===== config.mk =====
export PLATFORM = sky130hd
export DESIGN_NAME = reflet_timer
export DESIGN_NICKNAME = d
export VERILOG_FILES = /design/src/rtl/reflet_timer.sv
export SDC_FILE = /design/constraint.sdc
export NUM_CORES = 1
export LEC_CHECK = 0
export BUFFER_PORTS_ARGS = -buffer_cell sky130_fd_sc_hd__buf_2
export CORE_UTILIZATION = 63
export CTS_BUF_LIST = sky130_fd_sc_hd__clkbuf_8 sky130_fd_sc_hd__clkbuf_16
export DETAILED_ROUTE_END_ITERATION = 8
export HOLD_SLACK_MARGIN = 0.1
export PLACE_DENSITY_LB_ADDON = 0.1
export SLEW_MARGIN = 20
export SYNTH_ARGS = -nofsm -noshare
export SYNTH_HDL_FRONTEND = slang
export SYNTH_SLANG_ARGS = --single-unit
export TNS_END_PERCENT = 100

===== constraint.sdc =====
create_clock -name clk -period 3.55 [get_ports clk]
set_input_delay 0.5325 -clock clk [delete_from_list [all_inputs] [get_ports clk]]
set_output_delay 0.5325 -clock clk [all_outputs]
set_load 0.01 [all_outputs]

===== src/rtl/reflet_timer.sv =====
// rtl/reflet_timer.sv - memory-mapped prescaled timer with compare interrupt
//
// Purpose: bus-mapped timer. A prescaler divides clk into ticks; each tick
// advances COUNT until it equals CMP, which clears COUNT and latches pending.
// One-shot mode stops on that match; auto-reload mode keeps counting.
//
// Ports:
//   clk        system clock
//   reset      asynchronous active-low reset
//   enable     global enable; low freezes all timer state and blocks writes
//   addr       bus byte address
//   bus_wdata  bus write data
//   write_en   bus write strobe
//   bus_rdata  registered read data, zero when not addressed
//   irq        pending & int_en
//
// Register map (offset k at base_addr + k*(wordsize/8)):
//   0 CTRL {int_en, auto_reload, run}, 1 PRESC, 2 CMP, 3 COUNT, 4 STATUS {pending}

module reflet_timer #(
    parameter int                  wordsize  = 16,
    parameter logic [wordsize-1:0] base_addr = 16'hFF00
) (
    input  logic                clk,
    input  logic                reset,
    input  logic                enable,
    input  logic [wordsize-1:0] addr,
    input  logic [wordsize-1:0] bus_wdata,
    input  logic                write_en,
    output logic [wordsize-1:0] bus_rdata,
    output logic                irq
);

    typedef enum logic {
        IDLE     = 1'b0,
        COUNTING = 1'b1
    } state_t;

    localparam logic [wordsize-1:0] bytes_per_word = wordsize'(wordsize / 8);
    localparam logic [wordsize-1:0] map_span       = wordsize'(5 * (wordsize / 8));

    localparam logic [2:0] reg_ctrl   = 3'd0;
    localparam logic [2:0] reg_presc  = 3'd1;
    localparam logic [2:0] reg_cmp    = 3'd2;
    localparam logic [2:0] reg_count  = 3'd3;
    localparam logic [2:0] reg_status = 3'd4;

    state_t              state_q, state_d;
    logic                auto_reload_q, auto_reload_d;
    logic                int_en_q, int_en_d;
    logic                pending_q, pending_d;
    logic [wordsize-1:0] presc_q, presc_d;
    logic [wordsize-1:0] cmp_q, cmp_d;
    logic [wordsize-1:0] count_q, count_d;
    logic [wordsize-1:0] pcnt_q, pcnt_d;
    logic [wordsize-1:0] rdata_q, rdata_d;

    logic [wordsize-1:0] offset;
    logic [2:0]          reg_idx;
    logic                hit;
    logic                wr;
    logic                tick;
    logic                match;

    // Offset is computed modulo 2^wordsize, so addresses below base wrap to
    // large values and fall out of range naturally.
    always_comb begin
        offset  = addr - base_addr;
        hit     = (offset < map_span) && ((offset % bytes_per_word) == '0);
        reg_idx = 3'(offset / bytes_per_word);
        wr      = enable && write_en && hit;
    end

    always_comb begin
        state_d       = state_q;
        auto_reload_d = auto_reload_q;
        int_en_d      = int_en_q;
        pending_d     = pending_q;
        presc_d       = presc_q;
        cmp_d         = cmp_q;
        count_d       = count_q;
        pcnt_d        = pcnt_q;
        rdata_d       = '0;
        tick          = 1'b0;
        match         = 1'b0;

        // Clear first so that a match in the same cycle re-sets pending.
        if (wr && (reg_idx == reg_status) && bus_wdata[0]) begin
            pending_d = 1'b0;
        end

        if ((state_q == COUNTING) && enable) begin
            if (pcnt_q == '0) begin
                tick   = 1'b1;
                pcnt_d = presc_q;
            end else begin
                pcnt_d = pcnt_q - wordsize'(1);
            end
            if (tick) begin
                if (count_q == cmp_q) begin
                    match     = 1'b1;
                    count_d   = '0;
                    pending_d = 1'b1;
                    if (!auto_reload_q) begin
                        state_d = IDLE;
                    end
                end else begin
                    count_d = count_q + wordsize'(1);
                end
            end
        end

        // Bus writes come last so they override tick-driven updates of
        // COUNT and the one-shot stop of run.
        if (wr) begin
            case (reg_idx)
                reg_ctrl: begin
                    auto_reload_d = bus_wdata[1];
                    int_en_d      = bus_wdata[2];
                    if (bus_wdata[0]) begin
                        state_d = COUNTING;
                        if (state_q == IDLE) begin
                            pcnt_d = presc_q;
                        end
                    end else begin
                        state_d = IDLE;
                    end
                end
                reg_presc: presc_d = bus_wdata;
                reg_cmp:   cmp_d   = bus_wdata;
                reg_count: count_d = bus_wdata;
                default: ;
            endcase
        end

        // Read data reflects register values before any same-cycle write.
        if (hit) begin
            case (reg_idx)
                reg_ctrl:   rdata_d = {{(wordsize-3){1'b0}}, int_en_q, auto_reload_q,
                                       (state_q == COUNTING)};
                reg_presc:  rdata_d = presc_q;
                reg_cmp:    rdata_d = cmp_q;
                reg_count:  rdata_d = count_q;
                reg_status: rdata_d = {{(wordsize-1){1'b0}}, pending_q};
                default:    rdata_d = '0;
            endcase
        end
    end

    always_ff @(posedge clk or negedge reset) begin
        if (!reset) begin
            state_q       <= IDLE;
            auto_reload_q <= 1'b0;
            int_en_q      <= 1'b0;
            pending_q     <= 1'b0;
            presc_q       <= '0;
            cmp_q         <= '0;
            count_q       <= '0;
            pcnt_q        <= '0;
            rdata_q       <= '0;
        end else begin
            state_q       <= state_d;
            auto_reload_q <= auto_reload_d;
            int_en_q      <= int_en_d;
            pending_q     <= pending_d;
            presc_q       <= presc_d;
            cmp_q         <= cmp_d;
            count_q       <= count_d;
            pcnt_q        <= pcnt_d;
            rdata_q       <= rdata_d;
        end
    end

    assign bus_rdata = rdata_q;
    assign irq       = pending_q & int_en_q;

endmodule

== Yosys cells after proc, flatten, opt, wreduce, memory -nomap -nowiden ==
Cells that the tools add are included.
W data, S select, Z words.

* Register bits: 84
* Input bits: 36
* Output and inout port bits: 17
* Logic and storage cells: 57

* Add/subtract/negate cells: 3
* Order comparisons: 1
* Equality and inequality tests: 5
* Multiplexer cells: 26
* Bitwise operators: 1
* Reduce and logical (&&, ||, !) cells: 12

{| class="wikitable"
|+ Operators with widths
! cell !! count
|-
| $mux W16 || 12
|-
| $pmux W16 S5 || 1
|-
| $logic_not A16 Y1 || 2
|-
| $add A16 B1 Y16 const B || 1
|-
| $eq A16 B16 Y1 || 1
|-
| $lt A16 B4 Y1 const B || 1
|-
| $sub A16 B1 Y16 const B || 1
|-
| $sub A16 B16 Y16 const B || 1
|-
| $mux W1 || 13
|-
| $eq A3 B2 Y1 const B || 2
|-
| $logic_and A1 B1 Y1 || 6
|-
| $reduce_and A2 Y1 || 3
|-
| $eq A3 B1 Y1 const B || 1
|-
| $eq A3 B3 Y1 const B || 1
|-
| $logic_not A3 Y1 || 1
|-
| $and A1 B1 Y1 || 1
|}

== Depth between registers and ports, before layout ==
* Depth after elaboration: 10
* Gate-level depth with buffers: 9
* Depth with buffers taken out: 8

== Least setup slack after synthesis ==
OpenSTA, ideal clock, no wires.

* Kind: input to register
* From: input addr[6]
* To: register pcnt_q[10]
* Data arrival time: 2.078 ns
* Data required time: 3.425 ns
* Setup slack: 1.347 ns
* Stages: 6
* Path through: nor4_2 > nand4bb_2 > buf_6 > or2b_4 > o21ai_4 > mux2_4

* Word-level cells in the longest chain between the ends: 5

{| class="wikitable"
|+ RTL lines
! element !! RTL line !! source
|-
| start: declaration || 27 || <nowiki>input logic [wordsize-1:0] addr,</nowiki>
|-
| $sub A16 B16 Y16 || 68 || <nowiki>offset = addr - base_addr;</nowiki>
|-
| $lt A16 B4 Y1 || 69 || <nowiki>hit = (offset < map_span) && ((offset % bytes_per_word) == '0);</nowiki>
|-
| $logic_and A1 B1 Y1 || 69 ||
|-
| $logic_and A1 B1 Y1 || 71 || <nowiki>wr = enable && write_en && hit;</nowiki>
|-
| $mux W16 || 115 || <nowiki>if (wr) begin</nowiki>
|-
| named net pcnt_d[10] || 55 || <nowiki>logic [wordsize-1:0] pcnt_q, pcnt_d;</nowiki>
|-
| end signal: assignment || 169 || <nowiki>pcnt_q <= pcnt_d;</nowiki>
|-
| end: declaration || 55 ||
|}

The timed path passes the listed nets, and every way through them passes these cells.
A chain may end at the register's enable or synchronous reset.

== Final worst setup path ==
* From: register pcnt_q[6]
* To: register count_q[15]

* Word-level cells in the longest chain between the ends: 7

{| class="wikitable"
|+ RTL lines
! element !! RTL line !! source
|-
| $logic_not A16 Y1 (*) || 93 || <nowiki>if (pcnt_q == '0) begin</nowiki>
|-
| $mux W1 (*) || 93 ||
|-
| $mux W1 (*) || 92 || <nowiki>if ((state_q == COUNTING) && enable) begin</nowiki>
|-
| $mux W16 (*) || 99 || <nowiki>if (tick) begin</nowiki>
|-
| $mux W16 (*) || 92 ||
|-
| $mux W16 || 116 || <nowiki>case (reg_idx)</nowiki>
|-
| $mux W16 (*) || 115 ||
|-
| named net count_d[15] || 54 || <nowiki>logic [wordsize-1:0] count_q, count_d;</nowiki>
|-
| end signal: assignment || 168 || <nowiki>count_q <= count_d;</nowiki>
|-
| end: declaration || 54 ||
|}

Mark *: on every way through the listed nets, which the timed path passes. The rest lies on a longest branch. The select of a mux whose other input is x is not followed.

==> impl_metrics.py <==
metrics = {
    "floorplan": {
        "initial_core_util": 0.6605,
        "die-area_um2": 7586,
        "die_y_um": 87.10,
        "coreArea_um2": 6907,
        "dieWidth_um": 87.10,
        "io_pins": 53,
        "core.rowCount": 30,
    },
    "route": {
        "routed_via_density": 6.270,
        "drc": 0,
        "ant_nets": 0,
        "firstDrtPassIters": 5,
        "drt-initial-drc-count": 277,
        "drt-total-wl_um": 11110,
        "dr_total_vias": 3605,
        "wl_per_cell_um": 19.33,
    },
    "sta": {
        "fin_crit_sh": 0.7466,
        "setup_violations": 0,
        "slew-limit-headroom": 0.4376,
        "clock_skew_ps": 8.044,
        "fmax_ghz": 0.3773,
        "final.setup.worst_slack_ps": 899.6,
        "hold_slack_ps": 224.6,
        "setup_tns_ps": 0,
        "tightest_slew_ps": 839.1,
        "rsz0062_at_grt": "false",
        "fin_crit_ps": 2650,
        "drv_slew": 0,
        "hold_viol": 0,
    },
    "layout": {
        "multi_input_area_um2": 2330,
        "syn_to_final_growth_pct": 10.29,
        "nets": 514,
        "drive_above_1_share": 0.3069,
        "fillers": 537,
        "seqCellArea_um2": 2102,
        "antenna_cells": 0,
    },
    "pwr": {
        "max-vdd-ir-drop_v": 0.0001817,
        "powerDensity_nw_per_um2": 322.0,
        "p_leak_nw": 2.337,
    },
    "synthesis": {
        "synthCells": 430,
        "synth_top_family_by_area": "simple AND/OR/NAND/NOR gates",
        "synth-adder-area-share": 0.005485,
        "async_flop_share": 1.000,
        "synth_top_area_share": 0.4608,
        "synth-simple-area-share": 0.1945,
        "ys_ff_latch": 84,
        "yosys.area.top_type": "dfrtp_1",
        "synthesis.nets": 468,
        "ys_types": 62,
        "synth_compound_area_frac": 0.1242,
        "synth_edf_count": 0,
        "synth_flop_cell": "dfrtp_1",
        "synth_xor_xnor_area_share": 0.05376,
        "syn-mean-instance-area_um2": 10.61,
        "yosys_warnings": 0,
        "synth_most_common_cell": "dfrtp_1",
        "ys_top_cells_by_count": "84 x dfrtp_1, 45 x mux2_2, 37 x nor2_1",
        "synth_seq_area_share": 0.4608,
        "synthesis.area_um2": 4562,
        "synthMuxAreaShare": 0.1314,
        "synthTopCellsByArea": "dfrtp_1 46%, mux2_2 11%, xnor2_1 5.0%, nor2_1 3.0%, nand2_1 3.0%",
    },
    "clock_tree": {
        "h-tree-depth": 3,
        "clock_path_buffers": 2,
        "cts_buffers": 9,
        "cts_tree": "done",
        "cts.sinks": 84,
        "worstSkewPairLatency_ps": 360,
        "root_buffer": "clkbuf_8",
        "ctsResizeCount": 0,
        "clk_pin_slew_ps": 80,
        "ctsHoldBuffers": 0,
        "cts_setup_buffers": 0,
    },
    "grt": {
        "met3_usage": 0.07393,
        "grt_pass1_vias": 3478,
        "track_usage": 0.3157,
        "top_usage_layer": "met2",
        "use_met2": 0.4961,
        "antenna_found_initial": 0,
        "grt_pass1_wl_um": 17710,
        "grt.met1_usage": 0.4218,
        "grt-ovfl-total": 0,
        "grt_start_max_net_pins": 85,
    },
    "min_path": {
        "hold_class": "in -> async",
    },
    "outcome": {
        "status": "finished clean",
    },
    "setup_path": {
        "cp.arrival_ps": 2880,
        "path_max_fanout": 7,
        "end_kind": "flip-flop",
        "crit_path_start_kind": "flip-flop",
        "worstSetupPathType": "reg -> reg",
        "worstPathRequired_ps": 3780,
    },
    "job": {
        "drv_cap": 0,
    },
    "placement": {
        "hpwl_um": 7862,
        "place_ws_ps": 779.8,
        "place_congestion": 0.8756,
        "port-buffer-count": 52,
    },
}
-- sequential cells by signal (all words and copies together), names as in the netlist --
| register | cells |
|---|---|
| auto_reload_q | 1 |
| bus_rdata | 16 |
| cmp_q | 16 |
| count_q | 16 |
| int_en_q | 1 |
| pcnt_q | 16 |
| pending_q | 1 |
| presc_q | 16 |
| state_q | 1 |
-- per-stage QoR --
step | instance area, µm² | power [W] | util | cells
after detailed placement | 4871 | 0.001055 | 0.7053 | 561
final | 5031 | 0.001620 | 0.7284 | 575
after global routing | 5031 | 0.001676 | 0.7284 | 575
after global placement | 4871 | 0.001054 | 0.7053 | 561
after CTS | 5027 | 0.001630 | 0.7279 | 575
after floorplan | 4562 | 0.001000 | - | 430
-- cell type report --
type	instances	area share
clock inverters	4	0.003730
flip-flops and latches	84	0.4178
well taps	96	0.02387
clock buffers	10	0.02736
repair buffers	57	0.06043
multi-input cells	319	0.4631
inverters	5	0.003730
-- per-layer routing --
| metal | share of wire | routed length [µm] |
|---|---|---|
| met1 | 0.43 | 4745 |
| met2 | 0.48 | 5336 |
| met3 | 0.072 | 800 |
| met4 | 0.021 | 231 |
| met5 | 0 | 0 |
-- final timing paths --
| path | end | cells past startpoint | slack [ps] | from |
|---|---|---|---|---|
| max | count_q[15] | 6 | 900 | pcnt_q[6] |
| min | pcnt_q[4] | 1 | 220 | reset |
| max reg2reg | count_q[15] | 6 | 900 | pcnt_q[6] |
| min reg2reg | pcnt_q[13] | 2 | 520 | presc_q[13] |
| max in group asynchronous | pcnt_q[7] | 1 | 2820 | reset |
| min in group clk | count_q[15] | 3 | 430 | bus_wdata[15] |
-- power by group --
| part | internal, W | switching, W |
|---|---|---|
| combinational | 0.0000258 | 0.0000542 |
| sequential | 0.000956 | 0.000000695 |
| clock | 0.000259 | 0.000324 |
| total | 0.00124 | 0.000379 |
-- critical path, stage by stage, from the launching register on --
cell and delay (ps):
dfrtp_1 460, nor4_1 580, nand4_1 370, nor3_1 580, a32oi_1 210, o211ai_1 220
o311ai_1 120
-- placed cells by master (no fill, tap or decap), types with 3 or more instances in the layout --
cell      Yosys  layout
nor4_1        5       4
and2_1        4       4
a22oi_1      16      16
a31oi_1       6       6
inv_1         5       6
mux2_2       45      45
buf_2         4      51
nor3_1       13      13
xnor2_1      26      26
and3_1        7       7
nor2b_1       6       6
dfrtp_1      84      84
nand3_1       5       5
nand2_1      36      36
nor2_1       37      37
clkbuf_8      0      10
buf_4         1       5
or3_1         3       3
o21ai_2      11      11
o311ai_1      3       3
o211ai_1      5       5
a21oi_1      18      18
clkinv_2      0       3
nand4_1      10      10
o21ai_0      14      14
-- cells by family after synthesis --
family / after synthesis
AOI/OAI and AO/OA: 83
xor gates and xnor gates: 28
adders and majority gates: 2
buffers and inverters: 27
DFF: 84
muxes: 51
and+or+nand+nor: 155
(Power assumes the default switching activity.)
